`src/rtl/mc_ctrl_pkg.sv`:
```
// Shared encodings for the multicycle RV32I controller: FSM states, ALU operation
// classes, datapath mux selects and base opcodes.
package mc_ctrl_pkg;

  typedef enum logic [3:0] {
    StFetch,
    StDecode,
    StMemAdr,
    StMemRead,
    StMemWb,
    StMemWrite,
    StExecR,
    StExecI,
    StAluWb,
    StBranch,
    StJal,
    StJalr,
    StLink,
    StLui,
    StAuipc,
    StTrap
  } state_e;

  typedef enum logic [1:0] {
    AluOpAdd   = 2'b00,
    AluOpSub   = 2'b01,
    AluOpFunct = 2'b10
  } alu_op_e;

  localparam logic [3:0] AluAdd  = 4'b0000;
  localparam logic [3:0] AluSub  = 4'b0001;
  localparam logic [3:0] AluAnd  = 4'b0010;
  localparam logic [3:0] AluOr   = 4'b0011;
  localparam logic [3:0] AluXor  = 4'b0100;
  localparam logic [3:0] AluSlt  = 4'b0101;
  localparam logic [3:0] AluSltu = 4'b0110;
  localparam logic [3:0] AluSll  = 4'b0111;
  localparam logic [3:0] AluSrl  = 4'b1000;
  localparam logic [3:0] AluSra  = 4'b1001;

  localparam logic [2:0] ImmI = 3'b000;
  localparam logic [2:0] ImmS = 3'b001;
  localparam logic [2:0] ImmB = 3'b010;
  localparam logic [2:0] ImmJ = 3'b011;
  localparam logic [2:0] ImmU = 3'b100;

  localparam logic [1:0] ResAluOut    = 2'b00;
  localparam logic [1:0] ResData      = 2'b01;
  localparam logic [1:0] ResAluResult = 2'b10;

  localparam logic [1:0] SrcAPc    = 2'b00;
  localparam logic [1:0] SrcAOldPc = 2'b01;
  localparam logic [1:0] SrcARs1   = 2'b10;
  localparam logic [1:0] SrcAZero  = 2'b11;

  localparam logic [1:0] SrcBRs2  = 2'b00;
  localparam logic [1:0] SrcBImm  = 2'b01;
  localparam logic [1:0] SrcBFour = 2'b10;

  localparam logic [6:0] OpLoad   = 7'b0000011;
  localparam logic [6:0] OpStore  = 7'b0100011;
  localparam logic [6:0] OpReg    = 7'b0110011;
  localparam logic [6:0] OpImm    = 7'b0010011;
  localparam logic [6:0] OpBranch = 7'b1100011;
  localparam logic [6:0] OpJal    = 7'b1101111;
  localparam logic [6:0] OpJalr   = 7'b1100111;
  localparam logic [6:0] OpLui    = 7'b0110111;
  localparam logic [6:0] OpAuipc  = 7'b0010111;

  // Unknown opcodes fall back to I-format; they never reach a state that uses it.
  function automatic logic [2:0] imm_src_of(input logic [6:0] op);
    case (op)
      OpStore:         imm_src_of = ImmS;
      OpBranch:        imm_src_of = ImmB;
      OpJal:           imm_src_of = ImmJ;
      OpLui, OpAuipc:  imm_src_of = ImmU;
      default:         imm_src_of = ImmI;
    endcase
  endfunction

endpackage

```
`src/rtl/mc_ctrl_if.sv`:
```
// Controller <-> datapath bundle. The controller is the master: it consumes IR
// fields, ALU flags and memory ready, and drives every enable and mux select.
interface mc_ctrl_if #(
  parameter int unsigned CNT_W = 32
);
  logic [6:0]       op;
  logic [2:0]       funct3;
  logic             funct7b5;
  logic             zero;
  logic             lt;
  logic             ltu;
  logic             mem_ready;

  logic             pc_write;
  logic             ir_write;
  logic             adr_src;
  logic             mem_req;
  logic             mem_write;
  logic             reg_write;
  logic [1:0]       result_src;
  logic [1:0]       alu_src_a;
  logic [1:0]       alu_src_b;
  logic [2:0]       imm_src;
  logic [3:0]       alu_control;
  logic             illegal_instr;
  logic [CNT_W-1:0] instret;

  modport master (
    input  op, funct3, funct7b5, zero, lt, ltu, mem_ready,
    output pc_write, ir_write, adr_src, mem_req, mem_write, reg_write,
    output result_src, alu_src_a, alu_src_b, imm_src, alu_control,
    output illegal_instr, instret
  );

  modport slave (
    output op, funct3, funct7b5, zero, lt, ltu, mem_ready,
    input  pc_write, ir_write, adr_src, mem_req, mem_write, reg_write,
    input  result_src, alu_src_a, alu_src_b, imm_src, alu_control,
    input  illegal_instr, instret
  );
endinterface

```
`src/rtl/mc_alu_decoder.sv`:
```
// Combinational ALU operation decoder: maps the FSM's ALU operation class plus
// instruction fields to the ALU control code.
module mc_alu_decoder
  import mc_ctrl_pkg::*;
(
  input  alu_op_e    i_alu_op,
  input  logic [2:0] i_funct3,
  input  logic       i_funct7b5,
  input  logic       i_op5,
  output logic [3:0] o_alu_control
);

  always_comb begin
    o_alu_control = AluAdd;
    case (i_alu_op)
      AluOpAdd: o_alu_control = AluAdd;
      AluOpSub: o_alu_control = AluSub;
      AluOpFunct: begin
        unique case (i_funct3)
          // bit 30 only means SUB for register-register ops; for ADDI it is immediate data
          3'b000:  o_alu_control = (i_op5 && i_funct7b5) ? AluSub : AluAdd;
          3'b001:  o_alu_control = AluSll;
          3'b010:  o_alu_control = AluSlt;
          3'b011:  o_alu_control = AluSltu;
          3'b100:  o_alu_control = AluXor;
          3'b101:  o_alu_control = i_funct7b5 ? AluSra : AluSrl;
          3'b110:  o_alu_control = AluOr;
          3'b111:  o_alu_control = AluAnd;
          default: o_alu_control = AluAdd;
        endcase
      end
      default: o_alu_control = AluAdd;
    endcase
  end

endmodule

```
`src/rtl/multicycle_controller.sv`:
```
// Multicycle RV32I controller: Moore FSM sequencing a shared-ALU/shared-memory
// datapath, with memory ready handshake, branch resolution, trapping and instret.
module multicycle_controller
  import mc_ctrl_pkg::*;
#(
  parameter bit          MEM_HANDSHAKE = 1'b1,
  parameter bit          TRAP_EN       = 1'b1,
  parameter int unsigned CNT_W         = 32
) (
  input  logic         clk,
  input  logic         reset_n,
  mc_ctrl_if.master    bus
);

  state_e           r_state;
  state_e           w_next;
  logic [CNT_W-1:0] r_instret;
  logic             r_illegal;

  logic             w_ready;
  logic             w_take;
  logic             w_bad;
  logic             w_pc_write;
  logic             w_ir_write;
  logic             w_adr_src;
  logic             w_mem_req;
  logic             w_mem_write;
  logic             w_reg_write;
  logic [1:0]       w_result_src;
  logic [1:0]       w_src_a;
  logic [1:0]       w_src_b;
  alu_op_e          w_alu_op;
  logic [3:0]       w_alu_control;

  assign w_ready = MEM_HANDSHAKE ? bus.mem_ready : 1'b1;

  always_comb begin
    w_take = 1'b0;
    case (bus.funct3)
      3'b000:  w_take = bus.zero;
      3'b001:  w_take = !bus.zero;
      3'b100:  w_take = bus.lt;
      3'b101:  w_take = !bus.lt;
      3'b110:  w_take = bus.ltu;
      3'b111:  w_take = !bus.ltu;
      default: w_take = 1'b0;
    endcase
  end

  always_comb begin
    w_next = r_state;
    w_bad  = 1'b0;
    unique case (r_state)
      StFetch:    if (w_ready) w_next = StDecode;
      StDecode: begin
        case (bus.op)
          OpLoad, OpStore: w_next = StMemAdr;
          OpReg:           w_next = StExecR;
          OpImm:           w_next = StExecI;
          OpBranch: begin
            if (bus.funct3[2:1] == 2'b01) w_bad = 1'b1;
            else                          w_next = StBranch;
          end
          OpJal:           w_next = StJal;
          OpJalr:          w_next = StJalr;
          OpLui:           w_next = StLui;
          OpAuipc:         w_next = StAuipc;
          default:         w_bad = 1'b1;
        endcase
        // Without trapping, an illegal instruction retires as a NOP.
        if (w_bad) w_next = TRAP_EN ? StTrap : StFetch;
      end
      StMemAdr:   w_next = (bus.op == OpStore) ? StMemWrite : StMemRead;
      StMemRead:  if (w_ready) w_next = StMemWb;
      StMemWb:    w_next = StFetch;
      StMemWrite: if (w_ready) w_next = StFetch;
      StExecR:    w_next = StAluWb;
      StExecI:    w_next = StAluWb;
      StAluWb:    w_next = StFetch;
      StBranch:   w_next = StFetch;
      StJal:      w_next = StAluWb;
      StJalr:     w_next = StLink;
      StLink:     w_next = StAluWb;
      StLui:      w_next = StAluWb;
      StAuipc:    w_next = StAluWb;
      StTrap:     w_next = StTrap;
      default:    w_next = StFetch;
    endcase
  end

  always_ff @(posedge clk or negedge reset_n) begin
    if (!reset_n) begin
      r_state   <= StFetch;
      r_instret <= '0;
      r_illegal <= 1'b0;
    end else begin
      r_state <= w_next;
      if (r_state != StFetch && w_next == StFetch) r_instret <= r_instret + CNT_W'(1);
      if (w_next == StTrap) r_illegal <= 1'b1;
    end
  end

  always_comb begin
    w_pc_write   = 1'b0;
    w_ir_write   = 1'b0;
    w_adr_src    = 1'b0;
    w_mem_req    = 1'b0;
    w_mem_write  = 1'b0;
    w_reg_write  = 1'b0;
    w_result_src = ResAluOut;
    w_src_a      = SrcAPc;
    w_src_b      = SrcBRs2;
    w_alu_op     = AluOpAdd;
    unique case (r_state)
      StFetch: begin
        w_mem_req    = 1'b1;
        w_src_b      = SrcBFour;
        w_result_src = ResAluResult;
        w_ir_write   = w_ready;
        w_pc_write   = w_ready;
      end
      StDecode: begin
        w_src_a = SrcAOldPc;
        w_src_b = SrcBImm;
      end
      StMemAdr: begin
        w_src_a = SrcARs1;
        w_src_b = SrcBImm;
      end
      StMemRead: begin
        w_mem_req = 1'b1;
        w_adr_src = 1'b1;
      end
      StMemWb: begin
        w_result_src = ResData;
        w_reg_write  = 1'b1;
      end
      StMemWrite: begin
        w_mem_req   = 1'b1;
        w_adr_src   = 1'b1;
        w_mem_write = 1'b1;
      end
      StExecR: begin
        w_src_a  = SrcARs1;
        w_alu_op = AluOpFunct;
      end
      StExecI: begin
        w_src_a  = SrcARs1;
        w_src_b  = SrcBImm;
        w_alu_op = AluOpFunct;
      end
      StAluWb:    w_reg_write = 1'b1;
      StBranch: begin
        w_src_a    = SrcARs1;
        w_alu_op   = AluOpSub;
        w_pc_write = w_take;
      end
      StJal: begin
        w_src_a    = SrcAOldPc;
        w_src_b    = SrcBFour;
        w_pc_write = 1'b1;
      end
      StJalr: begin
        w_src_a      = SrcARs1;
        w_src_b      = SrcBImm;
        w_result_src = ResAluResult;
        w_pc_write   = 1'b1;
      end
      StLink: begin
        w_src_a = SrcAOldPc;
        w_src_b = SrcBFour;
      end
      StLui: begin
        w_src_a = SrcAZero;
        w_src_b = SrcBImm;
      end
      StAuipc: begin
        w_src_a = SrcAOldPc;
        w_src_b = SrcBImm;
      end
      StTrap:     ;
      default:    ;
    endcase
  end

  mc_alu_decoder u_alu_dec (
    .i_alu_op      (w_alu_op),
    .i_funct3      (bus.funct3),
    .i_funct7b5    (bus.funct7b5),
    .i_op5         (bus.op[5]),
    .o_alu_control (w_alu_control)
  );

  // Enables are masked by reset so an in-flight write drops the instant reset asserts.
  assign bus.pc_write      = reset_n & w_pc_write;
  assign bus.ir_write      = reset_n & w_ir_write;
  assign bus.mem_req       = reset_n & w_mem_req;
  assign bus.mem_write     = reset_n & w_mem_write;
  assign bus.reg_write     = reset_n & w_reg_write;
  assign bus.adr_src       = w_adr_src;
  assign bus.result_src    = w_result_src;
  assign bus.alu_src_a     = w_src_a;
  assign bus.alu_src_b     = w_src_b;
  assign bus.alu_control   = w_alu_control;
  assign bus.imm_src       = imm_src_of(bus.op);
  assign bus.illegal_instr = r_illegal;
  assign bus.instret       = r_instret;

endmodule

```
`src/flat_wrapper.sv`:
```
// flat-port wrapper written by rule: the top's interface ports become plain ports
module multicycle_controller_flat import mc_ctrl_pkg::*;
#(
  parameter bit          MEM_HANDSHAKE = 1'b1,
  parameter bit          TRAP_EN       = 1'b1,
  parameter int unsigned CNT_W         = 32
)
  (clk, reset_n, bus_op, bus_funct3, bus_funct7b5, bus_zero, bus_lt, bus_ltu, bus_mem_ready, bus_pc_write, bus_ir_write, bus_adr_src, bus_mem_req, bus_mem_write, bus_reg_write, bus_result_src, bus_alu_src_a, bus_alu_src_b, bus_imm_src, bus_alu_control, bus_illegal_instr, bus_instret);
  mc_ctrl_if #(.CNT_W(CNT_W)) bus_i ();
  input  logic clk;
  input  logic reset_n;
  input wire logic [$bits(bus_i.op)-1:0] bus_op;
  input wire logic [$bits(bus_i.funct3)-1:0] bus_funct3;
  input wire logic [$bits(bus_i.funct7b5)-1:0] bus_funct7b5;
  input wire logic [$bits(bus_i.zero)-1:0] bus_zero;
  input wire logic [$bits(bus_i.lt)-1:0] bus_lt;
  input wire logic [$bits(bus_i.ltu)-1:0] bus_ltu;
  input wire logic [$bits(bus_i.mem_ready)-1:0] bus_mem_ready;
  output wire logic [$bits(bus_i.pc_write)-1:0] bus_pc_write;
  output wire logic [$bits(bus_i.ir_write)-1:0] bus_ir_write;
  output wire logic [$bits(bus_i.adr_src)-1:0] bus_adr_src;
  output wire logic [$bits(bus_i.mem_req)-1:0] bus_mem_req;
  output wire logic [$bits(bus_i.mem_write)-1:0] bus_mem_write;
  output wire logic [$bits(bus_i.reg_write)-1:0] bus_reg_write;
  output wire logic [$bits(bus_i.result_src)-1:0] bus_result_src;
  output wire logic [$bits(bus_i.alu_src_a)-1:0] bus_alu_src_a;
  output wire logic [$bits(bus_i.alu_src_b)-1:0] bus_alu_src_b;
  output wire logic [$bits(bus_i.imm_src)-1:0] bus_imm_src;
  output wire logic [$bits(bus_i.alu_control)-1:0] bus_alu_control;
  output wire logic [$bits(bus_i.illegal_instr)-1:0] bus_illegal_instr;
  output wire logic [$bits(bus_i.instret)-1:0] bus_instret;
  assign bus_i.op = bus_op;
  assign bus_i.funct3 = bus_funct3;
  assign bus_i.funct7b5 = bus_funct7b5;
  assign bus_i.zero = bus_zero;
  assign bus_i.lt = bus_lt;
  assign bus_i.ltu = bus_ltu;
  assign bus_i.mem_ready = bus_mem_ready;
  assign bus_pc_write = bus_i.pc_write;
  assign bus_ir_write = bus_i.ir_write;
  assign bus_adr_src = bus_i.adr_src;
  assign bus_mem_req = bus_i.mem_req;
  assign bus_mem_write = bus_i.mem_write;
  assign bus_reg_write = bus_i.reg_write;
  assign bus_result_src = bus_i.result_src;
  assign bus_alu_src_a = bus_i.alu_src_a;
  assign bus_alu_src_b = bus_i.alu_src_b;
  assign bus_imm_src = bus_i.imm_src;
  assign bus_alu_control = bus_i.alu_control;
  assign bus_illegal_instr = bus_i.illegal_instr;
  assign bus_instret = bus_i.instret;
  multicycle_controller #(.MEM_HANDSHAKE(MEM_HANDSHAKE), .TRAP_EN(TRAP_EN), .CNT_W(CNT_W)) u_core (.clk(clk), .reset_n(reset_n), .bus(bus_i));
endmodule
```
`config.mk`:
```
export PLATFORM = sky130hd
export DESIGN_NAME = multicycle_controller_flat
export DESIGN_NICKNAME = d
export VERILOG_FILES = /design/src/rtl/mc_ctrl_pkg.sv /design/src/rtl/mc_ctrl_if.sv /design/src/rtl/mc_alu_decoder.sv /design/src/rtl/multicycle_controller.sv /design/src/flat_wrapper.sv
export SDC_FILE = /design/constraint.sdc
export NUM_CORES = 1
export LEC_CHECK = 0
export CAP_MARGIN = 0
export CORE_MARGIN = 2
export CORE_UTILIZATION = 30
export DETAILED_ROUTE_END_ITERATION = 10
export PLACE_DENSITY_LB_ADDON = 0.3
export SLEW_MARGIN = 25
export SYNTH_ARGS = -nofsm -noshare
export SYNTH_HDL_FRONTEND = slang
export SYNTH_SLANG_ARGS = --single-unit
```
`constraint.sdc`:
```
create_clock -name clk -period 5.5 [get_ports clk]
set_input_delay 1.375 -clock clk [delete_from_list [all_inputs] [get_ports clk]]
set_output_delay 1.375 -clock clk [all_outputs]
set_load 0.05 [all_outputs]
```
## Word level (Yosys, flattened, before mapping)

Index checks and enable logic that the tools add are counted.

- Add/sub/neg operators: 1
- Equality and inequality tests: 35
- Multiplexer cells: 27
- Bitwise logic cells: 5
- Reduce and logical (&&, ||, !) cells: 24

Operators with widths:

| operator | count |
|---|---|
| one-hot mux 4 bit (8 select lines) | 2 |
| equality test 4 bit (second input constant) | 9 |
| one-hot mux 4 bit (9 select lines) | 1 |
| adder 32 x 1 -> 32 bit (second input constant) | 1 |
| equality test 7 x 6 -> 1 bit (second input constant) | 3 |
| equality test 7 bit (second input constant) | 3 |
| 2-to-1 mux 4 bit | 5 |
| equality test 4 x 3 -> 1 bit (second input constant) | 4 |
| equality test 7 x 5 -> 1 bit (second input constant) | 2 |
| OR reduction 2 bit | 7 |
| equality test 3 bit (second input constant) | 4 |
| one-hot mux 2 bit (2 select lines) | 3 |
| one-hot mux 3 bit (4 select lines) | 1 |
| OR reduction 6 bit | 2 |
| 2-to-1 mux 1 bit | 9 |
| OR reduction 3 bit | 3 |
| equality test 4 x 2 -> 1 bit (second input constant) | 2 |
| logical NOT 4 bit | 2 |
| one-hot mux 4 bit (2 select lines) | 1 |
| OR reduction 8 bit | 1 |
| equality test 7 x 2 -> 1 bit (second input constant) | 1 |
| equality test 3 x 2 -> 1 bit (second input constant) | 2 |
| one-hot mux 1 bit (6 select lines) | 1 |
| one-hot mux 2 bit (3 select lines) | 1 |
| other kinds (14) | 22 |

- Bits in registers: 37
- Bits of input ports: 17
- Output and inout bits: 52

## Longest topological paths before layout

- Depth in word-level cells: 8
- Depth in mapped cells: 8

## Modules after synthesis

A second synthesis with hierarchy kept.

- Cells, all modules: 288
- Area, all modules: 2,571.2 um^2

Modules (own cells, without submodules):

| module | times used | cells an instance | area each (um^2) |
|---|---|---|---|
| multicycle_controller | 1 | 269 | 2,444.8 |
| mc_alu_decoder | 1 | 19 | 126.4 |

## Worst setup path before layout

OpenSTA, ideal clock, no wires.

- Path kind: in2out
- From: in bus_op[2]
- To: out bus_imm_src[0]
- Arrival: 3,058 ps
- Required time: 4,125 ps
- Setup slack: 1,067 ps
- Cell stages on the path: 3
- Path through: buf_6 > or3_1 > a211oi_1

- Longest elaborated chain between the ends: 3
- Elaborated cells on any way between the ends: 7
- Those cells by class: 5 x eq/ne; 1 x mux; 1 x reduce/logical

RTL lines:

| what | line | text |
|---|---|---|
| from (decl) | flat_wrapper.sv:12 | `input wire logic [$bits(bus_i.op)-1:0] bus_op;` |
| equality test 7 x 6 -> 1 bit or equality test 7 x 5 -> 1 bit (tied branches) | mc_ctrl_pkg.sv:72 | `case (op)` |
| OR reduction 2 bit | mc_ctrl_pkg.sv:72 |  |
| one-hot mux 3 bit (4 select lines) * | mc_ctrl_pkg.sv:72 |  |
| to (decl) | flat_wrapper.sv:28 | `output wire logic [$bits(bus_i.imm_src)-1:0] bus_imm_src;` |

Every way passes the cells marked *; elsewhere a longest branch is shown, timed or not.

## Worst setup path in the final report

- From: in bus_funct3[2]
- To: out bus_pc_write

- Longest elaborated chain between the ends: 4
- Elaborated cells on any way between the ends: 9
- Those cells by class: 5 x eq/ne; 2 x mux; 1 x bitwise; 1 x reduce/logical

RTL lines:

| what | line | text |
|---|---|---|
| from (decl) | flat_wrapper.sv:13 | `input wire logic [$bits(bus_i.funct3)-1:0] bus_funct3;` |
| equality test 3 bit (tied with other cells) | multicycle_controller.sv:39 | `case (bus.funct3)` |
| one-hot mux 1 bit (6 select lines) * | multicycle_controller.sv:39 |  |
| one-hot mux 1 bit (3 select lines) * | multicycle_controller.sv:114 | `unique case (r_state)` |
| bitwise AND 1 bit * | multicycle_controller.sv:195 | `assign bus.pc_write = reset_n & w_pc_write;` |
| to (decl) | flat_wrapper.sv:19 | `output wire logic [$bits(bus_i.pc_write)-1:0] bus_pc_write;` |

Marks and branches as above.

==> flow_metrics.py <==
metrics = {
    "routing": {
        "vias_per_cell": 4.98,
        "met3_length_um": 238,
        "highest_layer": "met4",
        "drt-initial-drc-count": 111,
        "ant_nets": 0,
        "wl_per_cell_um": 13.3,
        "first_pass_iters": 4,
        "met1_length_um": 2840,
        "dr_wl_met2_um": 2700,
        "drt-total-wl_um": 5840,
        "drc": 0,
        "vias": 2183,
    },
    "layout": {
        "layout.nets": 352,
        "diodes": 0,
        "most-common-layout-cells": "clkdlybuf4s50_1, dfrtp_1, xnor2_1, nand2_1, nand3_1",
        "final_common_cell": "clkdlybuf4s50_1",
        "drive_gt1_share_pct": 6.31,
        "finish.utilization_pct": 40.5,
        "synthToLayoutAreaGrowth_pct": 32.6,
    },
    "logic_synthesis": {
        "synth-seq-cells": 37,
        "synth-warning-count": 0,
        "synth_cell_type_count": 53,
        "synth_area_um2": 2480,
        "synthesis.instances": 274,
        "syn_nets": 294,
        "synth_compound_area_share_pct": 10.2,
        "synth_ff_type": "dfrtp_1",
        "synth-edff-count": 0,
        "synth_fa_ha_area_share_pct": 1.51,
        "muxShareOfSynthArea_pct": 1.26,
        "avgSynthCellArea_um2": 9.06,
        "yosys.area_share.simple_pct": 31.5,
        "synthXorXnorAreaFrac_pct": 13.1,
        "synth_top_family_by_area": "simple AND/OR/NAND/NOR gates",
        "ys_async_sr_fraction_pct": 100,
        "ys_seq_area_share_pct": 37.3,
    },
    "die": {
        "start_util_pct": 30.5,
        "fp.dieArea_um2": 9020,
        "num_rows": 33,
        "die_height_um": 95.0,
        "io_pins": 69,
        "die_x_um": 95.0,
        "coreArea_um2": 8130,
    },
    "clock_network": {
        "ctsResizeCount": 0,
        "cts_setup_buffers": 0,
        "cts_max_path_buffers": 2,
        "clk_latency_ns": 0.28,
        "numCtsBuffers": 5,
        "cts_tree": "built",
        "root_buffer": "clkbuf_8",
        "cts.sinks": 37,
        "clk_pin_slew_ns": 0.07,
        "htree_levels": 2,
        "ctsHoldBuffers": 0,
    },
    "sta": {
        "hold_violations": 0,
        "fmax_mhz": 199,
        "fin_ws_ns": 0.466,
        "tightestPinTransition_ns": 0.866,
        "setup_viol": 0,
        "period_share_pct": 91.5,
        "setup_tns_ns": 0,
        "relSlewSlack_pct": 42.3,
        "clock_skew_ns": 0.00628,
        "fin_crit_ns": 5.03,
        "slew_violations": 0,
        "grt_setup_unrepaired": "false",
        "whs_ns": 0.469,
    },
    "setup_path": {
        "critPathLaunchType": "input pin",
        "worstPathMaxFanout": 9,
        "worst_path_most_repeated_cell": "clkdlybuf4s50_1",
        "r2r_start": "u_core.r_state[3]",
        "cp.required_ns": 4.12,
        "end_kind": "primary output",
        "cp_slowest_stage_delay_ns": 0.81,
        "cpMaxStageDelayCell": "clkdlybuf4s50_1",
        "path_cells": "clkdlybuf4s50_1 -> mux2i_1 -> xor2_1 -> o22ai_1 -> a21oi_1 -> o21bai_1 -> clkdlybuf4s50_1",
        "crit_type": "input pin to primary output",
        "critPathArrivalTime_ns": 3.66,
        "startpoint": "bus_funct3[2]",
    },
    "global_routing": {
        "grt_max_degree": 38,
        "grt_pass1_vias": 2031,
        "grt_pass1_wl_um": 9800,
        "groute.usage.overall_pct": 13.4,
        "antenna_found_initial": 0,
        "grt_remaining_overflow": 0,
    },
    "pwr": {
        "ir_drop_v": 0.000121,
        "power.leakage_nw": 1.31,
        "powerDensity_nw_per_um2": 414,
    },
    "run": {
        "max_cap_viol_count": 0,
    },
    "placed_design": {
        "gp_congestion": 0.834,
        "portBuffers": 68,
        "dp_hpwl_um": 4330,
        "dp_slack_ns": 0.471,
    },
    "worst_hold_path": {
        "hold_class": "register to register",
        "min_from": "u_core.bus.instret[31]",
    },
    "outcome": {
        "status": "finished, final reports clean",
    },
}
## sequential cells by signal, indices dropped and copies added (netlist names)
register and flops:
u_core.r_state 4, u_core.bus.instret 32, u_core.bus.illegal_instr 1
## layer usage
metal	up-vias	global-route usage, %
met5	-	0
met2	39	20.7
met4	0	2.90
met3	8	2.71
li1	1091	-
met1	1045	19.3
## worst max-delay path, delay by kind of cell
| family | cells | cell delay [ns] |
|---|---|---|
| buf+inv | 2 | 1.44 |
| compound gates | 3 | 0.47 |
| mux | 1 | 0.28 |
| xor+xnor | 1 | 0.09 |
## where the power goes
part | switching (mW) | leakage [nW] | total, mW | internal, mW
combinational | 0.476 | 0.757 | 0.739 | 0.263
sequential | 0.110 | 0.497 | 0.420 | 0.310
clock | 0.0915 | 0.0542 | 0.205 | 0.113
## through the flow
step / cells / cell area [µm²] / power, mW
after detailed placement: 430 / 3190 / 1.16
after floorplan: 274 / 2480 / 0.966
after global routing: 438 / 3290 / 1.46
after global placement: 430 / 3190 / 1.16
after CTS: 438 / 3290 / 1.37
final: 438 / 3290 / 1.36
## cell type report
type | instances | area [µm²]
fillers | 814 | 4840
multi-input cells | 213 | 1430
flip-flops and latches | 37 | 926
repair buffers | 69 | 683
well taps | 105 | 131
clock buffers | 7 | 96.3
inverters | 6 | 22.5
clock inverters | 1 | 5.00
## final timing paths
path / endpoint / slack [ns] / depth (start not counted)
worst min register to register: u_core.bus.instret[31] / 0.47 / 1
worst min-delay path: u_core.bus.instret[31] / 0.47 / 1
max in group asynchronous: u_core.bus.instret[23] / 3.97 / 2
worst max-delay path: bus_pc_write / 0.47 / 7
worst max register to register: u_core.bus.instret[12] / 2.89 / 6
min in group asynchronous: u_core.bus.instret[15] / 1.19 / 2
## synthesized netlist by cell type, drive strengths merged, types with 3 or more instances
cell	number	share of area [%]
a21oi	13	2.8
and2	3	0.76
and3	12	3.0
and4	3	1.1
buf	13	3.5
clkbuf	5	0.76
dfrtp	37	37
ha	3	1.5
inv	6	0.91
nand2	24	3.6
nand2b	6	1.5
nand3	17	3.6
nand3b	4	1.2
nand4	15	4.0
nor2	15	2.3
nor2b	8	2.0
nor3	10	3.1
nor4b	3	1.7
o21ai	11	2.2
or3	3	0.76
xnor2	32	11
xor2	5	1.8
## kinds of logic after synthesis
logic type               count (synthesis)
XOR/XNOR                                37
adder cells (fa/ha/maj)                  3
multiplexers                             3
flip-flops                              37
AO/OA/AOI/OAI                           39
AND/OR/NAND/NOR                        131
buffers and inverters                   24
(Power assumes the default switching activity.)
